### src/rtl/spi_mem_loader.sv
// SPI slave (mode 0, MSB first) that writes and reads back the Nano system
// memory while the core is held in programming mode. The SPI pins are
// asynchronous to CLK: each one is brought in through a two-flop synchroniser,
// and SCK/CS edges are detected as single-cycle pulses.
// Frame format: command byte (0x02 write, 0x03 read), address byte, then data
// bytes. The address increments after every data byte.
module spi_mem_loader #(
    parameter int ADDR_W = 8,
    parameter int DATA_W = 8
) (
    input  logic              CLK,
    input  logic              NRST,
    input  logic              EN,
    input  logic              SPI_SCK,
    input  logic              SPI_MOSI,
    input  logic              SPI_CS,
    output logic              SPI_MISO,
    output logic [ADDR_W-1:0] MEM_ADDR,
    output logic [DATA_W-1:0] MEM_WDATA,
    output logic              MEM_WE,
    input  logic [DATA_W-1:0] MEM_RDATA,
    output logic              BUSY
);

    typedef enum logic [2:0] {
        ST_IDLE,
        ST_CMD,
        ST_ADDR,
        ST_WDATA,
        ST_RDATA,
        ST_IGNORE
    } state_t;

    localparam logic [DATA_W-1:0] CMD_WRITE = DATA_W'(8'h02);
    localparam logic [DATA_W-1:0] CMD_READ  = DATA_W'(8'h03);

    state_t              r_state;
    state_t              w_state_nxt;

    logic                r_sck_s1, r_sck_s2, r_sck_prev;
    logic                r_cs_s1, r_cs_s2, r_cs_prev;
    logic                r_mosi_s1, r_mosi_s2;

    logic [2:0]          r_bitcnt;
    logic [DATA_W-2:0]   r_shift;   // first seven bits of the byte being received
    logic [DATA_W-2:0]   r_tx;      // bits still to be sent on MISO
    logic                r_is_read;
    logic                r_miso;
    logic [ADDR_W-1:0]   r_mem_addr;
    logic [DATA_W-1:0]   r_mem_wdata;
    logic                r_mem_we;
    logic                r_busy;

    logic                w_sck_rise;
    logic                w_sck_fall;
    logic                w_cs_fall;
    logic                w_abort;
    logic                w_byte_done;
    logic [DATA_W-1:0]   w_byte;

    assign w_sck_rise  = r_sck_s2 & ~r_sck_prev;
    assign w_sck_fall  = ~r_sck_s2 & r_sck_prev;
    assign w_cs_fall   = ~r_cs_s2 & r_cs_prev;
    // CS high or loader disabled ends any frame in the same cycle.
    assign w_abort     = r_cs_s2 | ~EN;
    assign w_byte      = {r_shift, r_mosi_s2};
    assign w_byte_done = w_sck_rise && (r_bitcnt == 3'd7) && (r_state != ST_IDLE);

    assign SPI_MISO  = r_miso;
    assign MEM_ADDR  = r_mem_addr;
    assign MEM_WDATA = r_mem_wdata;
    assign MEM_WE    = r_mem_we;
    assign BUSY      = r_busy;

    // Two-flop synchronisers plus the previous-value flops used for edge detection.
    always_ff @(posedge CLK or negedge NRST) begin
        if (!NRST) begin
            r_sck_s1   <= 1'b0;
            r_sck_s2   <= 1'b0;
            r_sck_prev <= 1'b0;
            r_cs_s1    <= 1'b1;
            r_cs_s2    <= 1'b1;
            r_cs_prev  <= 1'b1;
            r_mosi_s1  <= 1'b0;
            r_mosi_s2  <= 1'b0;
        end else begin
            r_sck_s1   <= SPI_SCK;
            r_sck_s2   <= r_sck_s1;
            r_sck_prev <= r_sck_s2;
            r_cs_s1    <= SPI_CS;
            r_cs_s2    <= r_cs_s1;
            r_cs_prev  <= r_cs_s2;
            r_mosi_s1  <= SPI_MOSI;
            r_mosi_s2  <= r_mosi_s1;
        end
    end

    // State register; BUSY follows whether the next state is inside a frame.
    always_ff @(posedge CLK or negedge NRST) begin
        if (!NRST) begin
            r_state <= ST_IDLE;
            r_busy  <= 1'b0;
        end else begin
            r_state <= w_state_nxt;
            r_busy  <= (w_state_nxt != ST_IDLE);
        end
    end

    // Next-state logic: frame start on a CS fall, byte-driven progress afterwards.
    always_comb begin
        w_state_nxt = r_state;
        if (w_abort) begin
            w_state_nxt = ST_IDLE;
        end else begin
            case (r_state)
                ST_IDLE: begin
                    if (w_cs_fall) w_state_nxt = ST_CMD;
                end
                ST_CMD: begin
                    if (w_byte_done) begin
                        if (w_byte == CMD_WRITE || w_byte == CMD_READ) w_state_nxt = ST_ADDR;
                        else                                           w_state_nxt = ST_IGNORE;
                    end
                end
                ST_ADDR: begin
                    if (w_byte_done) w_state_nxt = r_is_read ? ST_RDATA : ST_WDATA;
                end
                default: w_state_nxt = r_state;
            endcase
        end
    end

    // Bit receiver: shift MOSI on SCK rises; counter cleared whenever no frame is active.
    always_ff @(posedge CLK or negedge NRST) begin
        if (!NRST) begin
            r_bitcnt  <= 3'd0;
            r_shift   <= '0;
            r_is_read <= 1'b0;
        end else if (w_abort || r_state == ST_IDLE) begin
            r_bitcnt <= 3'd0;
        end else if (w_sck_rise) begin
            r_bitcnt <= r_bitcnt + 3'd1;
            r_shift  <= w_byte[DATA_W-2:0];
            if (r_state == ST_CMD && r_bitcnt == 3'd7) r_is_read <= (w_byte == CMD_READ);
        end
    end

    // Memory port: address load, one-cycle write strobe, post-word address increment.
    always_ff @(posedge CLK or negedge NRST) begin
        if (!NRST) begin
            r_mem_addr  <= '0;
            r_mem_wdata <= '0;
            r_mem_we    <= 1'b0;
        end else begin
            r_mem_we <= 1'b0;
            // A committed write moves the address on the cycle after the strobe.
            if (r_mem_we) r_mem_addr <= r_mem_addr + ADDR_W'(1);
            if (!w_abort && w_byte_done) begin
                case (r_state)
                    ST_ADDR:  r_mem_addr <= w_byte[ADDR_W-1:0];
                    ST_WDATA: begin
                        r_mem_wdata <= w_byte;
                        r_mem_we    <= 1'b1;
                    end
                    // Advance early so the next word is ready before the next SCK fall.
                    ST_RDATA: r_mem_addr <= r_mem_addr + ADDR_W'(1);
                    default:  ;
                endcase
            end
        end
    end

    // MISO serialiser: load a fresh word at bit 0, otherwise shift, on SCK falls in RDATA.
    always_ff @(posedge CLK or negedge NRST) begin
        if (!NRST) begin
            r_miso <= 1'b0;
            r_tx   <= '0;
        end else if (w_abort || r_state != ST_RDATA) begin
            r_miso <= 1'b0;
        end else if (w_sck_fall) begin
            if (r_bitcnt == 3'd0) begin
                r_miso <= MEM_RDATA[DATA_W-1];
                r_tx   <= MEM_RDATA[DATA_W-2:0];
            end else begin
                r_miso <= r_tx[DATA_W-2];
                r_tx   <= {r_tx[DATA_W-3:0], 1'b0};
            end
        end
    end

endmodule

### config.mk
export PLATFORM = sky130hd
export DESIGN_NAME = spi_mem_loader
export DESIGN_NICKNAME = d
export VERILOG_FILES = /design/src/rtl/spi_mem_loader.sv
export SDC_FILE = /design/constraint.sdc
export NUM_CORES = 1
export LEC_CHECK = 0
export BUFFER_PORTS_ARGS = -buffer_cell sky130_fd_sc_hd__buf_2
export CAP_MARGIN = 20
export CORE_MARGIN = 4
export CORE_UTILIZATION = 56
export CTS_CLUSTER_SIZE = 8
export DETAILED_ROUTE_END_ITERATION = 16
export PLACE_DENSITY = 0.89
export SYNTH_ARGS = -nofsm -noshare
export SYNTH_HDL_FRONTEND = slang
export SYNTH_SLANG_ARGS = --single-unit
### constraint.sdc
create_clock -name CLK -period 2.2 [get_ports CLK]
set_clock_uncertainty 0.05 [all_clocks]
set_input_delay 0.44 -clock CLK [delete_from_list [all_inputs] [get_ports CLK]]
set_output_delay 0.44 -clock CLK [all_outputs]
set_load 0.01 [all_outputs]
# Yosys cells after proc, flatten, opt, wreduce, memory -nomap -nowiden

Cells that the tools add are included.

Logic and storage cells: 74
Bits in registers: 48
Input port bits: 14

Eq/ne operators: 8
Bitwise gates (word level): 10
$add $sub $neg: 2
Reduce and logical (&&, ||, !) cells: 18
Muxes and demuxes: 18

Operators with widths:

| cell                | count |
|---|---|
| $mux 3              | 8 |
| $eq 8x2->1 const B  | 2 |
| $mux 8              | 2 |
| $pmux 8 s2          | 1 |
| $pmux 3 s3          | 1 |
| $add 8x1->8 const B | 1 |
| $mux 7              | 1 |
| $eq 3x2->1 const B  | 2 |
| $eq 3x3->1 const B  | 2 |
| $logic_not 3->1     | 2 |
| $not 1->1           | 6 |
| $reduce_and 2->1    | 3 |
| $reduce_bool 3->1   | 2 |
| $mux 1              | 5 |
| $logic_and 1x1->1   | 4 |
| $reduce_bool 2->1   | 2 |
| $add 3x1->3 const B | 1 |
| $and 1x1->1         | 3 |
| $eq 3x1->1 const B  | 1 |
| $logic_or 1x1->1    | 3 |
| $ne 3x3->1 const B  | 1 |
| $reduce_and 3->1    | 1 |
| $logic_not 1->1     | 1 |
| $or 1x1->1          | 1 |

# Longest topological paths before layout

Depth in word-level cells: 8
Mapped depth: 7
Mapped depth without buffers: 6

# Worst setup path before layout

OpenSTA, ideal clock, no wires.

Path type: reg-to-reg
Start: reg r_bitcnt[0]
End: reg r_busy (netlist: BUSY)
Setup time: 124 ps
Arrival: 1809 ps
Setup slack: 217 ps
Required time: 2026 ps
Clock period less this slack: 1983 ps
Cell stages (with the launch flop): 8
Cells stage by stage: dfrtp_1 -> ha_1 -> ha_1 -> and3b_1 -> buf_2 -> a311o_1 -> o41a_1 -> a211o_1

Word-level cells in the longest chain between the ends: 7
Elaborated cells on any way between the ends: 8

Ends and longest elaborated chain:

| element                            | line     | text |
|---|---|---|
| start, declared                    | 44       | `logic [2:0] r_bitcnt;` |
| start signal, assigned             | 142      | `r_bitcnt <= r_bitcnt + 3'd1;` |
| $eq 3x3->1 (*)                     | 67       | `assign w_byte_done = w_sck_rise && (r_bitcnt == 3'd7) && (r_state != ST_IDLE);` |
| $logic_and 1x1->1 (*) (2 in a row) | 67       |  |
| $mux 3 (on tied branches)          | 126, 120 |  |
| $pmux 3 s3 (*)                     | 115      | `case (r_state)` |
| $mux 3 (*)                         | 112      | `if (w_abort) begin` |
| $reduce_bool 3->1 (*)              | 105      | `r_busy <= (w_state_nxt != ST_IDLE);` |
| end signal, assigned               | 105      |  |
| end, declared                      | 52       | `logic r_busy;` |

Mark *: on every way between the ends. The rest lies on a longest branch, timed or not.
A chain may end at the register's enable or synchronous reset.

# Final worst setup path

Ends and elaborated chain as after synthesis.

==> impl_metrics.tcl <==
set metrics [dict create \
    cpPeakStageDelay_ns 0.41 \
    htree_levels 2 \
    endpoint_kind "register" \
    clockRootBuffer "clkbuf_8" \
    r2r_cells 6 \
    synth_top_family_by_area "simple AND/OR/NAND/NOR gates" \
    syn_to_final_growth_pct 16.0 \
    reg2reg_from "r_bitcnt[0]$_DFFE_PN0P_" \
    multi_input_area_mm2 0.00106 \
    worstSkewPairLatency_ns 0.30 \
    grt_pass1_wl_um 8200 \
    holdCritPathClass "in -> async" \
    synthAdderAreaFrac_pct 2.14 \
    synthXorXnorAreaFrac_pct 3.38 \
    cts_tree "yes" \
    slew-limit-headroom_pct 62.8 \
    gp_congestion 0.865 \
    finalWirelength_um 4710 \
    cp_data_arrival_time_ns 2.18 \
    fin_nets 257 \
    synthTopCellsByArea "dfrtp_1 (48%), mux2_2 (7.2%), mux2i_1 (3.4%)" \
    fillers 302 \
    seq_power_share_pct 55.6 \
    post-route-period-util_pct 93.0 \
    drive_gt1_share_pct 33.8 \
    die_w_um 72.6 \
    p_int_w 0.00129 \
    power.share.clock_pct 40.9 \
    syn_area_per_cell_um2 11.6 \
    setup_viol 0 \
    grt-ovfl-total 0 \
    final.min_clock_period_ns 2.05 \
    crit_path_frequent_cell "ha_1" \
    chipHeight_um 72.6 \
    vias 1759 \
    netlist_instances 201 \
    synth.distinct_cells 54 \
    diodes 0 \
    final_cell_mix "dfrtp_1 (45), buf_2 (32), nand2_1 (20), mux2_2 (15)" \
    grt_setup_unrepaired "no" \
    dp_slack_ns 0.116 \
    crit_buf_inv 0 \
    final-seq-area_mm2 0.00120 \
    hold_viol 0 \
    fmax_mhz 489 \
    start_util_pct 57.9 \
    syn-cell-area_mm2 0.00233 \
    worst_slack_ns 0.154 \
    postCtsHoldBufs 0 \
    grt_pass1_vias 1738 \
    yosys.area.top_type "dfrtp_1" \
    p_sw_w 0.000329 \
    pwr-share-comb_pct 3.4 \
    drv_cap 0 \
    clkSinkCount 48 \
    startpoint_type "register" \
    r2r-end "BUSY$_DFF_PN0_" \
    path_max_fanout 8 \
    synthSimpleGateAreaFrac_pct 16.1 \
    leakagePower_nw 1.29 \
    detail_route.iter0.violations 166 \
    hold_slack_ns 0.0653 \
    yosys_warnings 0 \
    synth-async-reset-ratio_pct 100 \
    slowest_stage "dfrtp_1" \
    cts_made_buffers 5 \
    seq_area_frac_synth_pct 51.6 \
    grt_max_degree 26 \
    tightest_slew_ns 0.558 \
    cts_buffer_depth 2 \
    drc_errors 0 \
    path_depth 6 \
    final_common_cell "dfrtp_1" \
    ant_nets 0 \
    viasPerCell 6.07 \
    synth_compound_area_share_pct 13.2 \
    cp_top_family "compound AO/OA/AOI/OAI gates" \
    powerDensity_mw_per_mm2 597 \
    path_cells "ha_1, ha_1, and3b_2, a311o_1, o41a_1, a211o_1" \
    irDropWorstVdd_v 0.000438 \
    fp.dieArea_mm2 0.00526 \
    synth_mux_area_share_pct 10.7 \
    status "finished clean" \
    p_sw_share_pct 20.3 \
    fin_tns_setup_ns 0 \
    synth_edf_count 0 \
    final_max_slew_viol_count 0 \
    synth_seq_cells 48 \
    first_pass_iters 4 \
    regToRegSetupSlack_ns 0.15 \
    core_mm2 0.00403 \
    worstPathRequired_ns 2.34 \
    path_class "reg -> reg" \
    wire_per_inst_um 16.2 \
    antenna_found_initial 0 \
    cts.clk_slew.worst_paths_ns 0.08 \
    port_buffers 32 \
    io_pins 33 \
    dp_hpwl_um 3470 \
    grt_use_total_pct 19.8 \
    rows 23 \
    synth_flop_cell "dfrtp_1" \
    synth_top_area_share_pct 48.3 \
    syn-num-nets 219 \
]
-- through the flow --
stage	utilization, %	instance area (um2)	std cells	total power [W]
4_1_cts	67.1	2710	290	0.00163
2_1_floorplan	-	2330	201	0.000934
3_3_place_gp	64.1	2580	282	0.000972
3_5_place_dp	64.1	2580	282	0.000973
6_report	67.2	2710	290	0.00162
5_1_grt	67.2	2710	290	0.00168
-- layer usage --
metal	up-vias	share of wire [%]	GRT usage [%]
met3	15	6.6	5.54
met4	0	1.9	6.97
li1	812	-	-
met5	-	0	0
met1	856	43	27.4
met2	76	49	29.9
-- synthesized netlist by cell type (5+ instances only) --
cell and count:
mux2_2 15, xnor2_1 5, inv_1 6, nand2_1 20
dfrtp_1 45, buf_2 6, mux2i_1 8, o21ai_0 8
o22ai_1 8, nor2_1 6
-- area by class of cell --
cell class	count	area share, %
timing repair buffer	40	8.60
multi-input combinational	138	39.3
sequential	48	44.5
tap	50	2.31
clock inverter	2	1.43
clock buffer	6	3.05
inverter	6	0.832
-- cells by family after synthesis --
family	after synthesis
multiplexers	23
AND/OR/NAND/NOR	60
flip-flops	48
buffers and inverters	15
AO/OA/AOI/OAI	42
adder cells (fa/ha/maj)	4
XOR/XNOR	9
-- worst max-delay path by stage --
stage / start / end / slack, ns
5_1_grt: r_bitcnt[0]$_DFFE_PN0P_ / MEM_WDATA[2]$_DFFE_PN0P_ / 0.07
3_5_place_dp: r_bitcnt[0]$_DFFE_PN0P_ / MEM_WDATA[2]$_DFFE_PN0P_ / 0.12
3_3_place_gp: r_bitcnt[0]$_DFFE_PN0P_ / BUSY$_DFF_PN0_ / 0.22
2_1_floorplan: r_bitcnt[0]$_DFFE_PN0P_ / BUSY$_DFF_PN0_ / 0.22
4_1_cts: r_bitcnt[0]$_DFFE_PN0P_ / MEM_WDATA[2]$_DFFE_PN0P_ / 0.09
6_report: r_bitcnt[0]$_DFFE_PN0P_ / BUSY$_DFF_PN0_ / 0.15
-- worst reg2reg max path, cell delays in order, from the launching register on --
cell	delay, ns
dfrtp_1	0.41
ha_1	0.21
ha_1	0.20
and3b_2	0.28
a311o_1	0.36
o41a_1	0.12
a211o_1	0.29
-- registers in the layout (all words and copies together) (netlist names), 3 cells and up --
register	flops
r_shift	7
MEM_WDATA	8
r_bitcnt	3
r_state	3
r_tx	7
MEM_ADDR	8
-- power by group through the flow --
stage	clock (W)	combinational [W]	sequential [W]
final	0.000661	0.0000555	0.000899
after CTS	0.000672	0.0000568	0.000899
after global placement	0	0.0000559	0.000916
after floorplan	0	0.0000200	0.000914
after global routing	0.000718	0.0000631	0.000900
after detailed placement	0	0.0000564	0.000916
-- what timing repair did --
action	4_1_cts	5_1_grt
buffers inserted	0	0
resized for setup	0	1
setup endpoints to repair	0	7
hold endpoints to repair	0	0
No activity file was read; power rests on OpenSTA's default activity.
